--- config.mk ---
export PLATFORM = sky130hd
export DESIGN_NAME = spi_master_core
export DESIGN_NICKNAME = d
export VERILOG_FILES = /design/src/rtl/spi_pkg.sv /design/src/rtl/spi_shift_reg.sv /design/src/rtl/spi_master_core.sv
export SDC_FILE = /design/constraint.sdc
export NUM_CORES = 1
export LEC_CHECK = 0
export ABC_AREA = 1
export CORE_ASPECT_RATIO = 1.5
export CORE_MARGIN = 2
export CORE_UTILIZATION = 49
export DETAILED_ROUTE_END_ITERATION = 7
export GPL_TIMING_DRIVEN = 1
export PLACE_DENSITY = 0.75
export REMOVE_ABC_BUFFERS = 1
export SYNTH_ARGS = -nofsm -noshare
export SYNTH_HDL_FRONTEND = slang
export SYNTH_SLANG_ARGS = --single-unit
export TNS_END_PERCENT = 100
--- constraint.sdc ---
create_clock -name in_clock -period 4 [get_ports in_clock]
set_input_delay 0.6 -clock in_clock [delete_from_list [all_inputs] [get_ports in_clock]]
set_output_delay 0.6 -clock in_clock [all_outputs]
set_load 0.01 [all_outputs]
--- src/rtl/spi_pkg.sv ---
// Shared types and constants for the SPI master core.
//   spi_state_t : frame FSM states (idle, CS setup, shifting, CS hold)
//   SpiCpol/SpiCpha : fixed SPI mode 0
//   SclkIdle/CsNIdle/MosiIdle : line levels when no frame is active
package spi_pkg;

  typedef enum logic [1:0] {
    StIdle,
    StSetup,
    StShift,
    StHold
  } spi_state_t;

  localparam logic SpiCpol  = 1'b0;
  localparam logic SpiCpha  = 1'b0;

  localparam logic SclkIdle = SpiCpol;
  localparam logic CsNIdle  = 1'b1;
  localparam logic MosiIdle = 1'b0;

endpackage

--- src/rtl/spi_shift_reg.sv ---
// Parallel-load, serial-in/serial-out shift register shared by TX and RX.
// Each shift pushes serial_i in at one end while the next TX bit appears
// on serial_o, so after Width shifts the register holds the received word.
// Direction: MSB-first by default, LSB-first when SPI_LSB_FIRST_EN is defined.
// Ports:
//   clk_i, rst_ni  : clock, async active-low reset
//   load_i         : load load_data_i (has priority over shift_i)
//   shift_i        : shift one position, inserting serial_i
//   serial_o       : bit currently at the output end
//   data_o         : full register contents
module spi_shift_reg #(
  parameter int unsigned Width = 8
) (
  input  logic             clk_i,
  input  logic             rst_ni,
  input  logic             load_i,
  input  logic [Width-1:0] load_data_i,
  input  logic             shift_i,
  input  logic             serial_i,
  output logic             serial_o,
  output logic [Width-1:0] data_o
);

  logic [Width-1:0] data_q, data_d;
  logic [Width-1:0] shifted;

`ifdef SPI_LSB_FIRST_EN
  assign shifted  = {serial_i, data_q[Width-1:1]};
  assign serial_o = data_q[0];
`else
  assign shifted  = {data_q[Width-2:0], serial_i};
  assign serial_o = data_q[Width-1];
`endif

  always_comb begin
    data_d = data_q;
    if (load_i) begin
      data_d = load_data_i;
    end else if (shift_i) begin
      data_d = shifted;
    end
  end

  always_ff @(posedge clk_i or negedge rst_ni) begin
    if (!rst_ni) begin
      data_q <= '0;
    end else begin
      data_q <= data_d;
    end
  end

  assign data_o = data_q;

endmodule

--- src/rtl/spi_master_core.sv ---
// Tick-driven SPI mode-0 master. Each in_tick is one SCLK half-period; the
// block frames one DATA_WIDTH word with chip-select, shifting MOSI out and
// MISO in. A frame is 1 setup tick, 2*DATA_WIDTH shift ticks, 1 hold tick.
// Bit order: MSB-first by default, LSB-first when SPI_LSB_FIRST_EN is defined.
// Ports:
//   in_clock, in_reset_n : clock, async active-low reset
//   in_tick              : divider strobe, one clock wide
//   in_start, in_tx_data : frame request and word, taken only when not busy
//   in_miso              : serial data from the slave
//   out_rx_data          : last received word, updated at frame end
//   out_busy, out_done   : frame in progress / one-cycle end-of-frame pulse
//   out_sclk, out_mosi, out_cs_n : SPI lines (all registered)
module spi_master_core
  import spi_pkg::*;
#(
  parameter int unsigned DATA_WIDTH = 8,
  parameter int unsigned CNT_WIDTH  = 6
) (
  input  logic                  in_clock,
  input  logic                  in_reset_n,
  input  logic                  in_tick,
  input  logic                  in_start,
  input  logic [DATA_WIDTH-1:0] in_tx_data,
  input  logic                  in_miso,
  output logic [DATA_WIDTH-1:0] out_rx_data,
  output logic                  out_busy,
  output logic                  out_done,
  output logic                  out_sclk,
  output logic                  out_mosi,
  output logic                  out_cs_n
);

  localparam logic [CNT_WIDTH-1:0] CntFull = CNT_WIDTH'(DATA_WIDTH);

  spi_state_t state_q, state_d;

  logic [CNT_WIDTH-1:0]  cnt_q, cnt_d;
  logic                  sclk_q, sclk_d;
  logic                  cs_n_q, cs_n_d;
  logic                  mosi_q, mosi_d;
  logic                  busy_q, busy_d;
  logic                  done_q, done_d;
  logic [DATA_WIDTH-1:0] rx_data_q, rx_data_d;

  logic                  accept;
  logic                  capture;
  logic                  first_bit;
  logic                  all_bits;
  logic                  sr_serial;
  logic [DATA_WIDTH-1:0] sr_data;

  assign accept = (state_q == StIdle) && in_start;

  // Capture happens when SCLK is about to leave the level CPOL^CPHA; for
  // mode 0 that is the 0->1 toggle.
  assign capture = (state_q == StShift) && in_tick && (sclk_q == (SpiCpol ^ SpiCpha));

  assign all_bits = (cnt_q >= CntFull);

`ifdef SPI_LSB_FIRST_EN
  assign first_bit = in_tx_data[0];
`else
  assign first_bit = in_tx_data[DATA_WIDTH-1];
`endif

  // One register carries both directions: a capture shifts MISO in and
  // exposes the next TX bit, which the following falling edge drives out.
  spi_shift_reg #(
    .Width (DATA_WIDTH)
  ) u_shift_reg (
    .clk_i       (in_clock),
    .rst_ni      (in_reset_n),
    .load_i      (accept),
    .load_data_i (in_tx_data),
    .shift_i     (capture),
    .serial_i    (in_miso),
    .serial_o    (sr_serial),
    .data_o      (sr_data)
  );

  // State register and all output/datapath flops.
  always_ff @(posedge in_clock or negedge in_reset_n) begin
    if (!in_reset_n) begin
      state_q   <= StIdle;
      cnt_q     <= '0;
      sclk_q    <= SclkIdle;
      cs_n_q    <= CsNIdle;
      mosi_q    <= MosiIdle;
      busy_q    <= 1'b0;
      done_q    <= 1'b0;
      rx_data_q <= '0;
    end else begin
      state_q   <= state_d;
      cnt_q     <= cnt_d;
      sclk_q    <= sclk_d;
      cs_n_q    <= cs_n_d;
      mosi_q    <= mosi_d;
      busy_q    <= busy_d;
      done_q    <= done_d;
      rx_data_q <= rx_data_d;
    end
  end

  // Next-state logic.
  always_comb begin
    state_d = state_q;
    unique case (state_q)
      StIdle:  if (in_start) state_d = StSetup;
      StSetup: if (in_tick) state_d = StShift;
      StShift: if (in_tick && (sclk_q != SclkIdle) && all_bits) state_d = StHold;
      StHold:  if (in_tick) state_d = StIdle;
      default: state_d = StIdle;
    endcase
  end

  // Output and datapath next values.
  always_comb begin
    cnt_d     = cnt_q;
    sclk_d    = sclk_q;
    cs_n_d    = cs_n_q;
    mosi_d    = mosi_q;
    busy_d    = busy_q;
    done_d    = 1'b0;
    rx_data_d = rx_data_q;
    unique case (state_q)
      StIdle: begin
        if (in_start) begin
          cs_n_d = 1'b0;
          mosi_d = first_bit;
          busy_d = 1'b1;
          cnt_d  = '0;
        end
      end
      StSetup: ;
      StShift: begin
        if (in_tick) begin
          sclk_d = ~sclk_q;
          if (sclk_q == SclkIdle) begin
            cnt_d = cnt_q + CNT_WIDTH'(1);
          end else if (!all_bits) begin
            mosi_d = sr_serial;
          end else begin
            sclk_d = SclkIdle;
          end
        end
      end
      StHold: begin
        if (in_tick) begin
          cs_n_d    = CsNIdle;
          mosi_d    = MosiIdle;
          rx_data_d = sr_data;
          busy_d    = 1'b0;
          done_d    = 1'b1;
        end
      end
      default: ;
    endcase
  end

  assign out_rx_data = rx_data_q;
  assign out_busy    = busy_q;
  assign out_done    = done_q;
  assign out_sclk    = sclk_q;
  assign out_mosi    = mosi_q;
  assign out_cs_n    = cs_n_q;

endmodule
==> results of run 1 <==
==> worst register-to-register path: stages (launching register included) <==
cell,delay (ns)
sky130_fd_sc_hd__dfrtp_1,0.41
sky130_fd_sc_hd__inv_1,0.10
sky130_fd_sc_hd__ha_1,0.37
sky130_fd_sc_hd__nand3b_2,0.21
sky130_fd_sc_hd__nor2_2,0.25
sky130_fd_sc_hd__nand2_1,0.09
sky130_fd_sc_hd__o211ai_1,0.10
==> worst paths after layout <==
kind,from,to,cells past startpoint
max,out_cs_n,out_cs_n,1
min,out_mosi,out_mosi,2
max reg2reg,state_q[0],u_shift_reg.data_o[5],6
min reg2reg,out_mosi,out_mosi,2
max in group asynchronous,in_reset_n,out_cs_n,2
min in group asynchronous,in_reset_n,cnt_q[0],2
==> per-layer routing <==
layer | GRT usage | part of all wire | up-vias
met5 | 0 | 0 | -
met4 | 0.08108 | 0.021 | 0
met3 | 0.07752 | 0.035 | 6
met2 | 0.3640 | 0.54 | 27
met1 | 0.2342 | 0.40 | 580
li1 | - | - | 618
==> final cells by class <==
type,instances,area [um2]
clock buffers,5,68.82
clock inverters,3,17.52
fillers,255,1039
inverters,21,78.83
multi-input cells,122,615.6
flip-flops and latches,29,726.9
well taps,39,48.80
repair buffers,26,257.7
==> metrics by stage <==
| step | instances | hold WS (ns) |
|---|---|---|
| after global placement | 237 | 0.4522 |
| after CTS | 245 | 0.4962 |
| after detailed placement | 237 | 0.4817 |
| final | 245 | 0.4904 |
| after global routing | 245 | 0.5285 |
| after floorplan | 172 | 0.3044 |
==> cells in the mapped netlist <==
cell type | number | area [um2]
sky130_fd_sc_hd__a21oi_1 | 1 | 5.000
sky130_fd_sc_hd__a31oi_1 | 1 | 6.260
sky130_fd_sc_hd__buf_2 | 1 | 5.000
sky130_fd_sc_hd__buf_4 | 1 | 7.510
sky130_fd_sc_hd__dfrtp_1 | 28 | 700.7
sky130_fd_sc_hd__dfstp_2 | 1 | 26.28
sky130_fd_sc_hd__ha_1 | 6 | 75.07
sky130_fd_sc_hd__inv_1 | 18 | 67.56
sky130_fd_sc_hd__inv_2 | 3 | 11.26
sky130_fd_sc_hd__nand2_1 | 60 | 225.2
sky130_fd_sc_hd__nand2_2 | 3 | 18.77
sky130_fd_sc_hd__nand3_1 | 14 | 70.07
sky130_fd_sc_hd__nand3b_2 | 1 | 11.26
sky130_fd_sc_hd__nand4_1 | 1 | 6.260
sky130_fd_sc_hd__nor2_1 | 8 | 30.03
sky130_fd_sc_hd__nor2_2 | 1 | 6.260
sky130_fd_sc_hd__nor2_4 | 1 | 11.26
sky130_fd_sc_hd__o211ai_1 | 5 | 37.54
sky130_fd_sc_hd__o21a_1 | 1 | 7.510
sky130_fd_sc_hd__o21ai_0 | 12 | 60.06
sky130_fd_sc_hd__o21ai_1 | 3 | 15.01
sky130_fd_sc_hd__o21ai_2 | 1 | 8.760
sky130_fd_sc_hd__o22ai_1 | 1 | 6.260
sky130_fd_sc_hd__or2_2 | 1 | 6.260
sky130_fd_sc_hd__xnor2_1 | 1 | 8.760
==> cells by family after synthesis <==
family | after synthesis | share of synthesized area
AND/OR/NAND/NOR | 90 | 0.2688
AO/OA/AOI/OAI | 25 | 0.1021
buffers and inverters | 23 | 0.06369
flip-flops | 29 | 0.5070
adder cells (fa/ha/maj) | 6 | 0.05235
XOR/XNOR | 1 | 0.006109
==> registers in the layout, indices dropped and copies added, names as in the netlist <==
signal              flops
out_rx_data             8
u_shift_reg.data_o      8
cnt_q                   6
state_q                 2
out_busy                1
out_cs_n                1
out_done                1
out_mosi                1
out_sclk                1
==> report_power, final <==
part | total [mW] | leakage, nW | internal, mW | switching [mW]
registers | 0.486 | 0.370 | 0.411 | 0.0751
logic | 0.574 | 0.482 | 0.246 | 0.328
clock network | 0.233 | 0.0439 | 0.120 | 0.114
==> impl_results.html, run 1 <==
<table>
<tr><th>Metric</th><th>Value</th></tr>
<tr><th colspan="2">Critical path</th></tr>
<tr><td>CP bufs+invs</td><td>1</td></tr>
<tr><td>Highest-delay cell along the critical path</td><td>sky130_fd_sc_hd__dfstp_2</td></tr>
<tr><td>Worst stage delay on the critical path</td><td>0.53 ns</td></tr>
<tr><td>Critical path cell sequence</td><td>clkdlybuf4s50_1</td></tr>
<tr><td>Endpoint type of the worst setup path</td><td>output port</td></tr>
<tr><td>Type of the worst setup path</td><td>flip-flop to output port</td></tr>
<tr><td>Crit Path Max Fanout</td><td>2</td></tr>
<tr><td>Register-to-register setup slack</td><td>2.38 ns</td></tr>
<tr><td>Required time worst endpoint</td><td>3.40 ns</td></tr>
<tr><td>CP top delay family</td><td>flip-flops</td></tr>
<tr><td>Crit path launch type</td><td>flip-flop</td></tr>
<tr><td>Worst endpoint data arrival time</td><td>1.34 ns</td></tr>
<tr><th colspan="2">Detailed routing</th></tr>
<tr><td>DRC</td><td>0</td></tr>
<tr><td>Remaining number of nets flagged by the antenna check after routing</td><td>0</td></tr>
<tr><td>Number of vias in the routed layout</td><td>1,231</td></tr>
<tr><td>Count of routing violations after the opening detailed-route iteration</td><td>25</td></tr>
<tr><td>Mean number of vias per cell</td><td>5.024</td></tr>
<tr><td>First-pass iteration count of the detailed router</td><td>4</td></tr>
<tr><td>Routed Wire Length</td><td>3.102 mm</td></tr>
<tr><td>DR WL/cell</td><td>12.66 um</td></tr>
<tr><th colspan="2">Pwr</th></tr>
<tr><td>Final Power</td><td>1.293 mW</td></tr>
<tr><td>Leak</td><td>0.8958 nW</td></tr>
<tr><td>Power per cell area</td><td>712.9 nW/um2</td></tr>
<tr><td>Max VDD drop</td><td>0.4576 mV</td></tr>
<tr><th colspan="2">Placement</th></tr>
<tr><td>Post-Place Worst Slack</td><td>2.051 ns</td></tr>
<tr><td>Global placer's final weighted congestion</td><td>0.7923</td></tr>
<tr><td>DP HPWL</td><td>2.368 mm</td></tr>
<tr><td>Total cell area at the placement stage</td><td>1728 um2</td></tr>
<tr><td>Count of port buffers added during placement</td><td>25</td></tr>
<tr><th colspan="2">Clock tree</th></tr>
<tr><td>Clk buf depth</td><td>2</td></tr>
<tr><td>CTS HTree Levels</td><td>2</td></tr>
<tr><td>CTS resizes</td><td>0</td></tr>
<tr><td>Number of setup buffers added after CTS</td><td>0</td></tr>
<tr><td># clock sinks</td><td>29</td></tr>
<tr><td>Clock buffer count from CTS</td><td>5</td></tr>
<tr><td>Count of hold-fix buffers inserted at cts</td><td>0</td></tr>
<tr><td>TritonCTS clock tree</td><td>built</td></tr>
<tr><td>Skew-Pair Late Insertion Delay</td><td>0.29 ns</td></tr>
<tr><td>CTS clk-pin slew, worst paths</td><td>0.06 ns</td></tr>
<tr><td>Clock root buffer</td><td>sky130_fd_sc_hd__clkbuf_8</td></tr>
<tr><th colspan="2">Cells and area</th></tr>
<tr><td>Share of post-route cells with drive strength above 1</td><td>0.1019</td></tr>
<tr><td>Layout overhead on the synthesized area</td><td>26.53%</td></tr>
<tr><td>Most frequent cells in the layout</td><td>sky130_fd_sc_hd__nand2_1 (60), sky130_fd_sc_hd__dfrtp_1 (28), sky130_fd_sc_hd__clkdlybuf4s50_1 (25)</td></tr>
<tr><td>Final std cell area, no fill</td><td>1814 um2</td></tr>
<tr><td>Final core utilization</td><td>0.6360</td></tr>
<tr><td>Number of antenna repair diodes</td><td>0</td></tr>
<tr><td>Most common cell after layout, fill and taps aside</td><td>sky130_fd_sc_hd__nand2_1</td></tr>
<tr><td>Layout Nets</td><td>224</td></tr>
<tr><th colspan="2">Floorplan</th></tr>
<tr><td>Die Y-Extent</td><td>70.25 um</td></tr>
<tr><td>Die area</td><td>3384 um2</td></tr>
<tr><td>Area inside the core boundary</td><td>2853 um2</td></tr>
<tr><td>Ports</td><td>26</td></tr>
<tr><td>Num rows</td><td>24</td></tr>
<tr><td>Starting density of the core</td><td>0.5026</td></tr>
<tr><td>Horizontal extent of the die</td><td>48.17 um</td></tr>
<tr><th colspan="2">Status</th></tr>
<tr><td>Run status</td><td>complete, no violations</td></tr>
<tr><th colspan="2">STA</th></tr>
<tr><td>Final Slew Violations</td><td>0</td></tr>
<tr><td>Sum of negative setup slack</td><td>0 ns</td></tr>
<tr><td>Max frequency</td><td>515.1 MHz</td></tr>
<tr><td>Final Hold Violating Endpoints</td><td>0</td></tr>
<tr><td>Clock Skew</td><td>0.005640 ns</td></tr>
<tr><td>Minimum clock period</td><td>1.941 ns</td></tr>
<tr><td>Final critical-path setup slack</td><td>2.059 ns</td></tr>
<tr><td>Headroom to the max-slew limit</td><td>0.7213</td></tr>
<tr><td>RSZ-0062 raised after global routing</td><td>false</td></tr>
<tr><td>Setup Viol. Count Final</td><td>0</td></tr>
<tr><td>Share of the clock period used by the worst path after layout</td><td>0.4853</td></tr>
<tr><td>Worst slew pin tran</td><td>0.4171 ns</td></tr>
<tr><th colspan="2">Global route</th></tr>
<tr><td>Pin count of the biggest net entering global routing</td><td>30</td></tr>
<tr><td>Total GRT Usage</td><td>0.2173</td></tr>
<tr><td>Leftover overflow at the end of global routing</td><td>0</td></tr>
<tr><td>Global-route wire length before repair</td><td>5.175 mm</td></tr>
<tr><td>Antenna violations before repair</td><td>0</td></tr>
<tr><td>Vias in the first global route</td><td>1,254</td></tr>
<tr><th colspan="2">Synth</th></tr>
<tr><td>Synthesized area divided by synthesized cell count</td><td>8.241 um2</td></tr>
<tr><td>Post-synth design cell area</td><td>1434 um2</td></tr>
<tr><td>Yosys Warn Count</td><td>0</td></tr>
<tr><td>Share of synthesized area occupied by flip-flops and latches</td><td>0.5070</td></tr>
<tr><td>Cell count after synthesis</td><td>174</td></tr>
<tr><td>Library cells used by synthesis</td><td>25</td></tr>
<tr><td>Number of register bits inferred by synthesis</td><td>29</td></tr>
<tr><th colspan="2">Hold path</th></tr>
<tr><td>Worst hold-check path type</td><td>flip-flop to flip-flop</td></tr>
<tr><th colspan="2">Flow run</th></tr>
<tr><td>Reported max-cap violation count</td><td>0</td></tr>
</table>
Note: power is estimated with default switching activity, not from simulation.
==> run 2: changes to the inputs <==
--- a/config.mk
+++ b/config.mk
@@ -8,10 +8,10 @@
 export ABC_AREA = 1
 export CORE_ASPECT_RATIO = 1.5
 export CORE_MARGIN = 2
-export CORE_UTILIZATION = 49
+export CORE_UTILIZATION = 46
 export DETAILED_ROUTE_END_ITERATION = 7
 export GPL_TIMING_DRIVEN = 1
-export PLACE_DENSITY = 0.75
+export PLACE_DENSITY = 0.74
 export REMOVE_ABC_BUFFERS = 1
 export SYNTH_ARGS = -nofsm -noshare
 export SYNTH_HDL_FRONTEND = slang
==> constraint.sdc (replaced) <==
create_clock -name in_clock -period 1.67 [get_ports in_clock]
set_input_delay 0.2505 -clock in_clock [delete_from_list [all_inputs] [get_ports in_clock]]
set_output_delay 0.2505 -clock in_clock [all_outputs]
set_load 0.01 [all_outputs]
==> run 2 against run 1 <==
Net effect:
- hold slack got worse by 0.14 ns
- clock skew shrank 0.0014 ns
- non-clock buffer count unchanged
- die area increased by 6.1%
- largest power group unchanged
- register-to-register slack lost 2.3 ns
- critical path depth unchanged
- utilization down 1.7 points
==> impl_results.html, run 2 (synthesized netlist as in run 1, its figures left out) <==
<table>
<tr><th>Metric</th><th>Value</th></tr>
<tr><th colspan="2">Status</th></tr>
<tr><td>Run status</td><td>complete, no violations</td></tr>
<tr><th colspan="2">Cells and area</th></tr>
<tr><td>Layout Nets</td><td>224 (unchanged)</td></tr>
<tr><td>Most common cell after layout, fill and taps aside</td><td>sky130_fd_sc_hd__nand2_1</td></tr>
<tr><td>Most frequent cells in the layout</td><td>sky130_fd_sc_hd__nand2_1 (60), sky130_fd_sc_hd__dfrtp_1 (28), sky130_fd_sc_hd__clkdlybuf4s50_1 (25)</td></tr>
<tr><td>FF+latch area</td><td>726.9 um2 (unchanged)</td></tr>
<tr><td>Combined area of the multi-input logic cells</td><td>618.1 um2 (+0.41%)</td></tr>
<tr><td>Number of antenna repair diodes</td><td>0 (unchanged)</td></tr>
<tr><td>Share of post-route cells with drive strength above 1</td><td>0.09709 (-0.004854)</td></tr>
<tr><td>Fill cell count</td><td>269 (+5.5%)</td></tr>
<tr><td>Layout overhead on the synthesized area</td><td>26.96%</td></tr>
<tr><th colspan="2">STA</th></tr>
<tr><td>RSZ-0062 raised after global routing</td><td>false</td></tr>
<tr><td>Max frequency</td><td>626.5 MHz</td></tr>
<tr><td>Minimum clock period</td><td>1.596 ns</td></tr>
<tr><td>Sum of negative setup slack</td><td>0 ns (unchanged)</td></tr>
<tr><td>Clock Skew</td><td>0.004225 ns (-0.001415 ns)</td></tr>
<tr><td>Setup Viol. Count Final</td><td>0 (unchanged)</td></tr>
<tr><td>Worst slew pin tran</td><td>0.3826 ns (-0.03447 ns)</td></tr>
<tr><td>Final Slew Violations</td><td>0 (unchanged)</td></tr>
<tr><td>Final Hold Violating Endpoints</td><td>0 (unchanged)</td></tr>
<tr><td>Share of the clock period used by the worst path after layout</td><td>0.9557</td></tr>
<tr><td>Final critical-path setup slack</td><td>0.07390 ns (-1.985 ns)</td></tr>
<tr><td>Headroom to the max-slew limit</td><td>0.7443 (+0.02304)</td></tr>
<tr><th colspan="2">Clock tree</th></tr>
<tr><td>CTS clk-pin slew, worst paths</td><td>0.06 ns (about the same)</td></tr>
<tr><td>Clk buf depth</td><td>2 (unchanged)</td></tr>
<tr><td>TritonCTS clock tree</td><td>built</td></tr>
<tr><td>Clock root buffer</td><td>sky130_fd_sc_hd__clkbuf_8</td></tr>
<tr><td>Number of setup buffers added after CTS</td><td>0 (unchanged)</td></tr>
<tr><td># clock sinks</td><td>29 (unchanged)</td></tr>
<tr><td>CTS HTree Levels</td><td>2 (unchanged)</td></tr>
<tr><td>Skew-Pair Late Insertion Delay</td><td>0.28 ns (about the same)</td></tr>
<tr><td>Clock buffer count from CTS</td><td>5 (unchanged)</td></tr>
<tr><th colspan="2">Floorplan</th></tr>
<tr><td>Die Y-Extent</td><td>72.38 um (+3.0%)</td></tr>
<tr><td>Horizontal extent of the die</td><td>49.59 um (+2.9%)</td></tr>
<tr><td>Die area</td><td>3589 um2 (+6.1%)</td></tr>
<tr><td>Area inside the core boundary</td><td>2943 um2 (+3.2%)</td></tr>
<tr><td>Num rows</td><td>24 (unchanged)</td></tr>
<tr><td>Starting density of the core</td><td>0.4872 (-0.01539)</td></tr>
<tr><td>Ports</td><td>26 (unchanged)</td></tr>
<tr><th colspan="2">Global route</th></tr>
<tr><td>Pin count of the biggest net entering global routing</td><td>30 (unchanged)</td></tr>
<tr><td>Total GRT Usage</td><td>0.1977 (-0.01954)</td></tr>
<tr><td>Vias in the first global route</td><td>1,225 (-2.3%)</td></tr>
<tr><td>Leftover overflow at the end of global routing</td><td>0 (unchanged)</td></tr>
<tr><td>Global-route wire length before repair</td><td>5.216 mm (+0.79%)</td></tr>
<tr><td>Antenna violations before repair</td><td>0 (unchanged)</td></tr>
<tr><th colspan="2">Hold path</th></tr>
<tr><td>Worst hold-check path type</td><td>input pin to asynchronous set/reset pin</td></tr>
<tr><th colspan="2">Pwr</th></tr>
<tr><td>Max VDD drop</td><td>1.031 mV (+130%)</td></tr>
<tr><td>Leak</td><td>0.8958 nW (about the same)</td></tr>
<tr><td>Power per cell area</td><td>1709 nW/um2 (+140%)</td></tr>
<tr><th colspan="2">Critical path</th></tr>
<tr><td>Worst endpoint data arrival time</td><td>1.35 ns (about the same)</td></tr>
<tr><td>CP bufs+invs</td><td>1 (unchanged)</td></tr>
<tr><td>Crit path launch type</td><td>flip-flop</td></tr>
<tr><td>Crit Path Max Fanout</td><td>2 (unchanged)</td></tr>
<tr><td>Type of the worst setup path</td><td>flip-flop to output port</td></tr>
<tr><td>Worst stage delay on the critical path</td><td>0.54 ns (about the same)</td></tr>
<tr><td>CP top delay family</td><td>buffers and inverters</td></tr>
<tr><td>Endpoint type of the worst setup path</td><td>output port</td></tr>
<tr><td>Highest-delay cell along the critical path</td><td>sky130_fd_sc_hd__clkdlybuf4s50_1</td></tr>
<tr><td>Critical path cell sequence</td><td>clkdlybuf4s50_1</td></tr>
<tr><td>Required time worst endpoint</td><td>1.42 ns (-1.98 ns)</td></tr>
<tr><th colspan="2">Placement</th></tr>
<tr><td>DP HPWL</td><td>2.317 mm (-2.2%)</td></tr>
<tr><td>Count of port buffers added during placement</td><td>25 (unchanged)</td></tr>
<tr><td>Post-Place Worst Slack</td><td>0.08761 ns (-1.963 ns)</td></tr>
<tr><td>Global placer's final weighted congestion</td><td>0.8088 (+2.1%)</td></tr>
<tr><th colspan="2">Detailed routing</th></tr>
<tr><td>Remaining number of nets flagged by the antenna check after routing</td><td>0 (unchanged)</td></tr>
<tr><td>Number of vias in the routed layout</td><td>1,242 (+0.89%)</td></tr>
<tr><td>DRC</td><td>0 (unchanged)</td></tr>
<tr><td>First-pass iteration count of the detailed router</td><td>4 (unchanged)</td></tr>
<tr><td>Routed Wire Length</td><td>3.053 mm (-1.6%)</td></tr>
<tr><td>Count of routing violations after the opening detailed-route iteration</td><td>25 (unchanged)</td></tr>
<tr><td>Mean number of vias per cell</td><td>5.069 (+0.89%)</td></tr>
<tr><td>DR WL/cell</td><td>12.46 um (-1.6%)</td></tr>
<tr><th colspan="2">Flow run</th></tr>
<tr><td>Reported max-cap violation count</td><td>0 (unchanged)</td></tr>
</table>
[run 2: where the power goes]
part / leakage, nW / internal (mW) / switching, mW
Sequential: 0.370 / 0.986 / 0.184
Clock: 0.0455 / 0.335 / 0.247
Combinational: 0.481 / 0.593 / 0.766
Total: 0.896 / 1.91 / 1.20
[run 2: worst reg2reg max path, stage by stage, from the launching register on]
cell and delay (ns):
sky130_fd_sc_hd__dfrtp_1 0.43, sky130_fd_sc_hd__inv_1 0.08, sky130_fd_sc_hd__ha_1 0.25, sky130_fd_sc_hd__nand2_1 0.20, sky130_fd_sc_hd__nand2_2 0.11, sky130_fd_sc_hd__o21ai_2 0.17, sky130_fd_sc_hd__nand2_1 0.09, sky130_fd_sc_hd__nand2_1 0.07
sky130_fd_sc_hd__nand2_1 0.05
[run 2: repair_timing]
item | 4_1_cts | 5_1_grt
gates resized for setup | 0 | 1
hold endpoints to repair | 0 | 0
hold buffers | 0 | 0
setup endpoints to repair | 0 | 3
[run 2: worst paths after layout]
kind | depth (start not counted) | endpoint | slack [ns] | from
hold reg to reg | 2 | out_mosi | 0.47 | out_mosi
max in group asynchronous | 2 | out_cs_n | 1.00 | in_reset_n
hold / removal | 2 | cnt_q[2] | 0.35 | in_reset_n
setup reg to reg | 8 | state_q[0] | 0.09 | state_q[1]
min in group in_clock | 2 | out_mosi | 0.47 | out_mosi
setup / recovery | 1 | out_cs_n | 0.07 | out_cs_n
[run 2: routing by layer]
| metal | track usage | share of wire | up-vias |
|---|---|---|---|
| met5 | 0 | 0 | - |
| met4 | 0.1111 | 0.027 | 0 |
| met3 | 0.07202 | 0.041 | 9 |
| met2 | 0.3304 | 0.53 | 25 |
| met1 | 0.2150 | 0.40 | 594 |
| li1 | - | - | 614 |
[run 2: metrics by stage]
| stage | utilization | cells | power, mW | hold slack, ns | instance area (um2) |
|---|---|---|---|---|---|
| after floorplan | - | 172 | 2.007 | -0.04509 | 1421 |
| after global placement | 0.5872 | 237 | 2.490 | 0.4556 | 1728 |
| final | 0.6186 | 245 | 3.111 | 0.3531 | 1821 |
| after CTS | 0.6178 | 245 | 3.147 | 0.3643 | 1818 |
| after detailed placement | 0.5872 | 237 | 2.545 | 0.4641 | 1728 |
| after global routing | 0.6186 | 245 | 3.385 | 0.3901 | 1821 |
[run 2: layout make-up]
| cell class | instances | area share |
|---|---|---|
| clock buffers | 8 | 0.04948 |
| flip-flops and latches | 29 | 0.3993 |
| inverters | 21 | 0.04330 |
| repair buffers | 26 | 0.1416 |
| multi-input cells | 122 | 0.3395 |
| well taps | 39 | 0.02680 |
==> RTL edit 1 (config.mk and constraints of run 2) <==
The 4 states of `spi_state_t` get a one-hot encoding in 4 bits.
--- a/src/rtl/spi_pkg.sv
+++ b/src/rtl/spi_pkg.sv
@@ -4,11 +4,11 @@
 //   SclkIdle/CsNIdle/MosiIdle : line levels when no frame is active
 package spi_pkg;
 
-  typedef enum logic [1:0] {
-    StIdle,
-    StSetup,
-    StShift,
-    StHold
+  typedef enum logic [3:0] {
+    StIdle  = 4'b0001,
+    StSetup = 4'b0010,
+    StShift = 4'b0100,
+    StHold  = 4'b1000
   } spi_state_t;
 
   localparam logic SpiCpol  = 1'b0;
Function: no difference found for any inputs over 10 cycles, from zero or initial values and one cycle with in_reset_n low; not proved beyond that.
==> RTL edit 1 against run 2 <==
Total power grew 7.4%. Register-to-register slack gained 170 ps. Clock power grew 23%. Sequential cell count grew 2. Wire length shrank 2.5%. Cell area grew 8.8%. Setup slack lost 5.3 ps. Area after synthesis grew 10%.
==> RTL edit 1: results (changes against run 2) <==
status complete, no violations (unchanged); VDD IR max 0.871 mV (was 1.03 mV); crit path time final 1600 ps (about the same); gpl congestion 0.818 (was 0.809); met2 WL 1.52 mm (was 1.62 mm); Hold WS 349 ps (was 353 ps); top post-synthesis cells by area dfrtp_1 (46%), nand2_1 (16%), nand3_1 (5.4%) (was dfrtp_1 (49%), nand2_1 (16%), ha_1 (5.2%)); Post-synth top cells nand2_1 (69), dfrtp_1 (29), inv_1 (18), nand3_1 (17), o21ai_1 (12) (was nand2_1 (60), dfrtp_1 (28), inv_1 (18), nand3_1 (14), o21ai_0 (12)); Worst-Margin Slew 389 ps (was 383 ps); CP top delay family flip-flops (was buffers and inverters); GRT Resource Usage Total 17.8% (was 19.8%); Reg-to-Reg Start state_q[0] (was state_q[1]); Post-Route Skew 5.79 ps (was 4.22 ps); Vias 1,284 (was 1,242); DRT iter0 DRCs 16 (was 25); DR pass1 iterations 4 (unchanged); CTS Buf Count 5 (unchanged); Critical-path top delay cell dfstp_2 (was clkdlybuf4s50_1); wl on met1 1.29 mm (was 1.22 mm); Leak Pwr 0.973 nW (was 0.896 nW); pre-CTS WS 123 ps (was 87.6 ps); vias per cell 4.85 (was 5.07); fin nets 237 (was 224); CTS resizes 0 (unchanged); first-pass GRT wire length 5.08 mm (was 5.22 mm); crit-path max cell delay 540 ps (about the same); synthesized instance count 191 (was 174); Seq/Total Area, Yosys 49.3% (was 50.7%); share of cells above drive strength 1 14.8% (was 9.71%); Reg2Reg Setup Slack 260 ps (was 90 ps); placed instance area 0.00187 mm^2 (was 0.00173 mm^2); worst setup path startpoint out_cs_n (unchanged); HPWL after detailed placement 2.17 mm (was 2.32 mm); met3 wire len 70 um (was 126 um); Fillers 295 (was 269); clock-pin slew on the worst setup and hold paths 60 ps (about the same); Inst Count DP 257 (was 237); Worst setup endpoint out_cs_n (unchanged); R2R Path End u_shift_reg.data_o[0] (was state_q[0]); vias in the first global route 1,211 (was 1,225); largest net degree at the start of global routing 32 (was 30); Total Wirelength 2.98 mm (was 3.05 mm)
==> RTL edit 1: changes by cell type after synthesis, moves of 2 or more <==
| cell | before | now |
|---|---|---|
| nor2_4 | 1 | 4 |
| ha_1 | 6 | 2 |
| nand3b_1 | 0 | 2 |
| o211ai_1 | 5 | 0 |
| o21ai_2 | 1 | 7 |
| o21ai_1 | 3 | 12 |
| nand3_1 | 14 | 17 |
| nand2_1 | 60 | 69 |
| o21ai_0 | 12 | 5 |
| nand2_2 | 3 | 1 |
| buf_6 | 0 | 2 |
==> RTL edit 1: cell type report <==
| cell class | instances | area (um^2) | area share, % |
|---|---|---|---|
| inverter | 22 | 85.1 | 4.30 |
| clock buffer | 5 | 68.8 | 3.47 |
| clock inverter | 3 | 43.8 | 2.21 |
| multi-input combinational | 135 | 687 | 34.7 |
| sequential | 31 | 778 | 39.3 |
| tap | 42 | 52.6 | 2.65 |
| timing repair buffer | 27 | 265 | 13.4 |
==> RTL edit 1: cells by family (layout without fill, tap and decap cells) <==
logic type      count (synthesis)  in the layout  synth area share (%)
simple gates                  107            107                  31.6
flops                          31             31                  49.3
compound gates                 25             25                  9.75
buf+inv                        25             57                  7.14
fa+ha+maj                       2              2                  1.59
xor+xnor                        1              1                 0.555
==> RTL edit 1: routing by layer <==
layer	track usage, %	up-vias
met5	0	-
met4	12.0	0
met3	3.53	8
met2	29.5	22
met1	20.6	590
li1	-	664
==> RTL edit 1: power by group <==
part / leakage, nW / switching, mW / total [mW] / internal, mW
sequential: 0.395 / 0.190 / 1.22 / 1.03
clock: 0.0581 / 0.273 / 0.717 / 0.443
combinational: 0.519 / 0.814 / 1.41 / 0.592
total: 0.973 / 1.28 / 3.34 / 2.06
==> RTL edit 2 (config.mk and constraints of run 2) <==
Without the edit above. Build with the macro `SPI_LSB_FIRST_EN` defined.
--- a/src/rtl/spi_shift_reg.sv
+++ b/src/rtl/spi_shift_reg.sv
@@ -8,6 +8,8 @@
 //   shift_i        : shift one position, inserting serial_i
 //   serial_o       : bit currently at the output end
 //   data_o         : full register contents
+`define SPI_LSB_FIRST_EN
+
 module spi_shift_reg #(
   parameter int unsigned Width = 8
 ) (
Function: changed (a bounded check fails within 4 cycles, from zero or initial values and one cycle with in_reset_n low).
==> RTL edit 2 against run 2 <==
Global-route usage fell by 1.6 points. Wire length down 3.3%. Setup slack better by 25 ps. Count of clock-buffer cells in the layout shrank 1. Critical path depth unchanged. Non-clock buffer count is the same. Area after synthesis up 4.5%. Sequential cell count did not move. Utilization decreased by 0.86 points. Register-to-register slack better by 40 ps. Cell area increased by 4.8%. Synthesized cell count is 1.7% higher. Total power is 7.6% higher.
==> RTL edit 2: results (changes against run 2) <==
Post-synth top cells nand2_1 (66), dfrtp_1 (28), inv_1 (16), nand3_1 (11), o21ai_0 (10) (was nand2_1 (60), dfrtp_1 (28), inv_1 (18), nand3_1 (14), o21ai_0 (12)); Critical-path top delay cell dfstp_2 (was clkdlybuf4s50_1); share of cells above drive strength 1 14.8% (was 9.71%); worst hold path type input pin to async pin (unchanged); clock-pin slew on the worst setup and hold paths 60 ps (about the same); Synth Warn # 0 (unchanged); initial antenna violation count 0 (unchanged); GRT Resource Usage Total 18.2% (was 19.8%); area of the multi-input gates 677 um^2 (was 618 um^2); peak fanout along the critical path 2 (unchanged); worst setup path startpoint out_cs_n (unchanged); met3 Use GR 4.47% (was 7.20%); Total Wirelength 2.95 mm (was 3.05 mm); cell depth of the worst flop-to-flop path 8 (unchanged); drt wl/cell 11.9 um (was 12.5 um); placed instance area 0.00179 mm^2 (was 0.00173 mm^2); Worst setup endpoint out_cs_n (unchanged); vias per cell 4.90 (was 5.07); cell taking the most area after synthesis dfrtp_1 (unchanged); largest net degree at the start of global routing 30 (unchanged); VDD IR max 1.02 mV (was 1.03 mV); Cell variety after synth 26 (was 25); Leak Pwr 0.955 nW (was 0.896 nW); Reg2Reg Setup Slack 130 ps (was 90 ps); top post-synthesis cells by area dfrtp_1 (47%), nand2_1 (17%), ha_1 (5.0%) (was dfrtp_1 (49%), nand2_1 (16%), ha_1 (5.2%)); Fillers 292 (was 269); DR pass1 iterations 4 (unchanged); worst-skew pair later-pin latency 270 ps; met2 Track Usage GR 33.6% (was 33.0%); Hold WS 360 ps (was 353 ps); status complete, no violations (unchanged); Seq/Total Area, Yosys 48.5% (was 50.7%); grt met1 use 20.0% (was 21.5%); crit-path max cell delay 530 ps; HPWL after detailed placement 2.27 mm (was 2.32 mm); vias in the first global route 1,242 (was 1,225); async set-reset flop share out of synthesis 100% (unchanged); # port buffers 25 (unchanged); Reg-to-Reg Start state_q[1] (unchanged); CTS Buffer Depth 2 (unchanged); Post-Route Skew 3.51 ps (was 4.22 ps); Post-CTS Setup Bufs 0 (unchanged); Max-slew headroom 74.4% (about the same); R2R Path End state_q[1] (was state_q[0]); # H-tree levels 2 (unchanged); crit path time final 1570 ps (was 1600 ps); Avg Cell Area, Syn 8.46 um^2 (was 8.24 um^2); Inst Count DP 241 (was 237); first-pass GRT wire length 5.15 mm (was 5.22 mm); fin nets 227 (was 224); CP top delay family flip-flops (was buffers and inverters); Pint 2.09 mW (was 1.91 mW); worst path arrival time 1320 ps (was 1350 ps); DRT iter0 DRCs 25 (unchanged); gpl congestion 0.831 (was 0.809); CTS Buf Count 5 (unchanged); pre-CTS WS 117 ps (was 87.6 ps)
-- RTL edit 2: per-layer routing --
| metal | vias to the layer above | share of wire, % |
|---|---|---|
| met2 | 23 | 54 |
| met5 | - | 0 |
| met3 | 6 | 3.9 |
| li1 | 622 | - |
| met4 | 0 | 1.6 |
| met1 | 568 | 40 |
-- RTL edit 2: worst min path at each step --
stage	start	to	cells after the start
finish	in_reset_n	out_sclk	2
global route	in_reset_n	cnt_q[2]	2
CTS	in_reset_n	out_rx_data[7]	2
detailed placement	out_mosi	out_mosi	2
global placement	out_mosi	out_mosi	2
floorplan	in_reset_n	cnt_q[0]	0
-- RTL edit 2: cell type report --
| cell class | instances | share of cell area (%) |
|---|---|---|
| inverter | 20 | 4.20 |
| clock inverter | 1 | 1.57 |
| sequential | 29 | 38.1 |
| tap | 40 | 2.62 |
| multi-input combinational | 126 | 35.5 |
| clock buffer | 7 | 4.52 |
| timing repair buffer | 26 | 13.5 |
-- RTL edit 2: power groups by stage --
stage | Combinational, mW | Sequential, mW | Clock, mW
floorplan | 0.880 | 1.21 | 0
global placement | 1.40 | 1.18 | 0
detailed placement | 1.44 | 1.18 | 0
CTS | 1.45 | 1.18 | 0.760
global route | 1.61 | 1.21 | 0.787
finish | 1.43 | 1.18 | 0.748
-- RTL edit 2: cells by family (layout without fill, tap and decap cells) --
group / after synthesis / in the layout / share of synthesized area (%)
AOI/OAI and AO/OA: 20 / 20 / 8.27
xor gates and xnor gates: 1 / 1 / 0.585
adders and majority gates: 6 / 6 / 5.01
buffers and inverters: 22 / 54 / 6.43
DFF: 29 / 29 / 48.5
and+or+nand+nor: 99 / 99 / 31.2
-- RTL edit 2: repair_timing --
item                                    CTS  global route
resized for setup                         0             1
hold buffers                              0             0
endpoints found under the setup margin    0             3
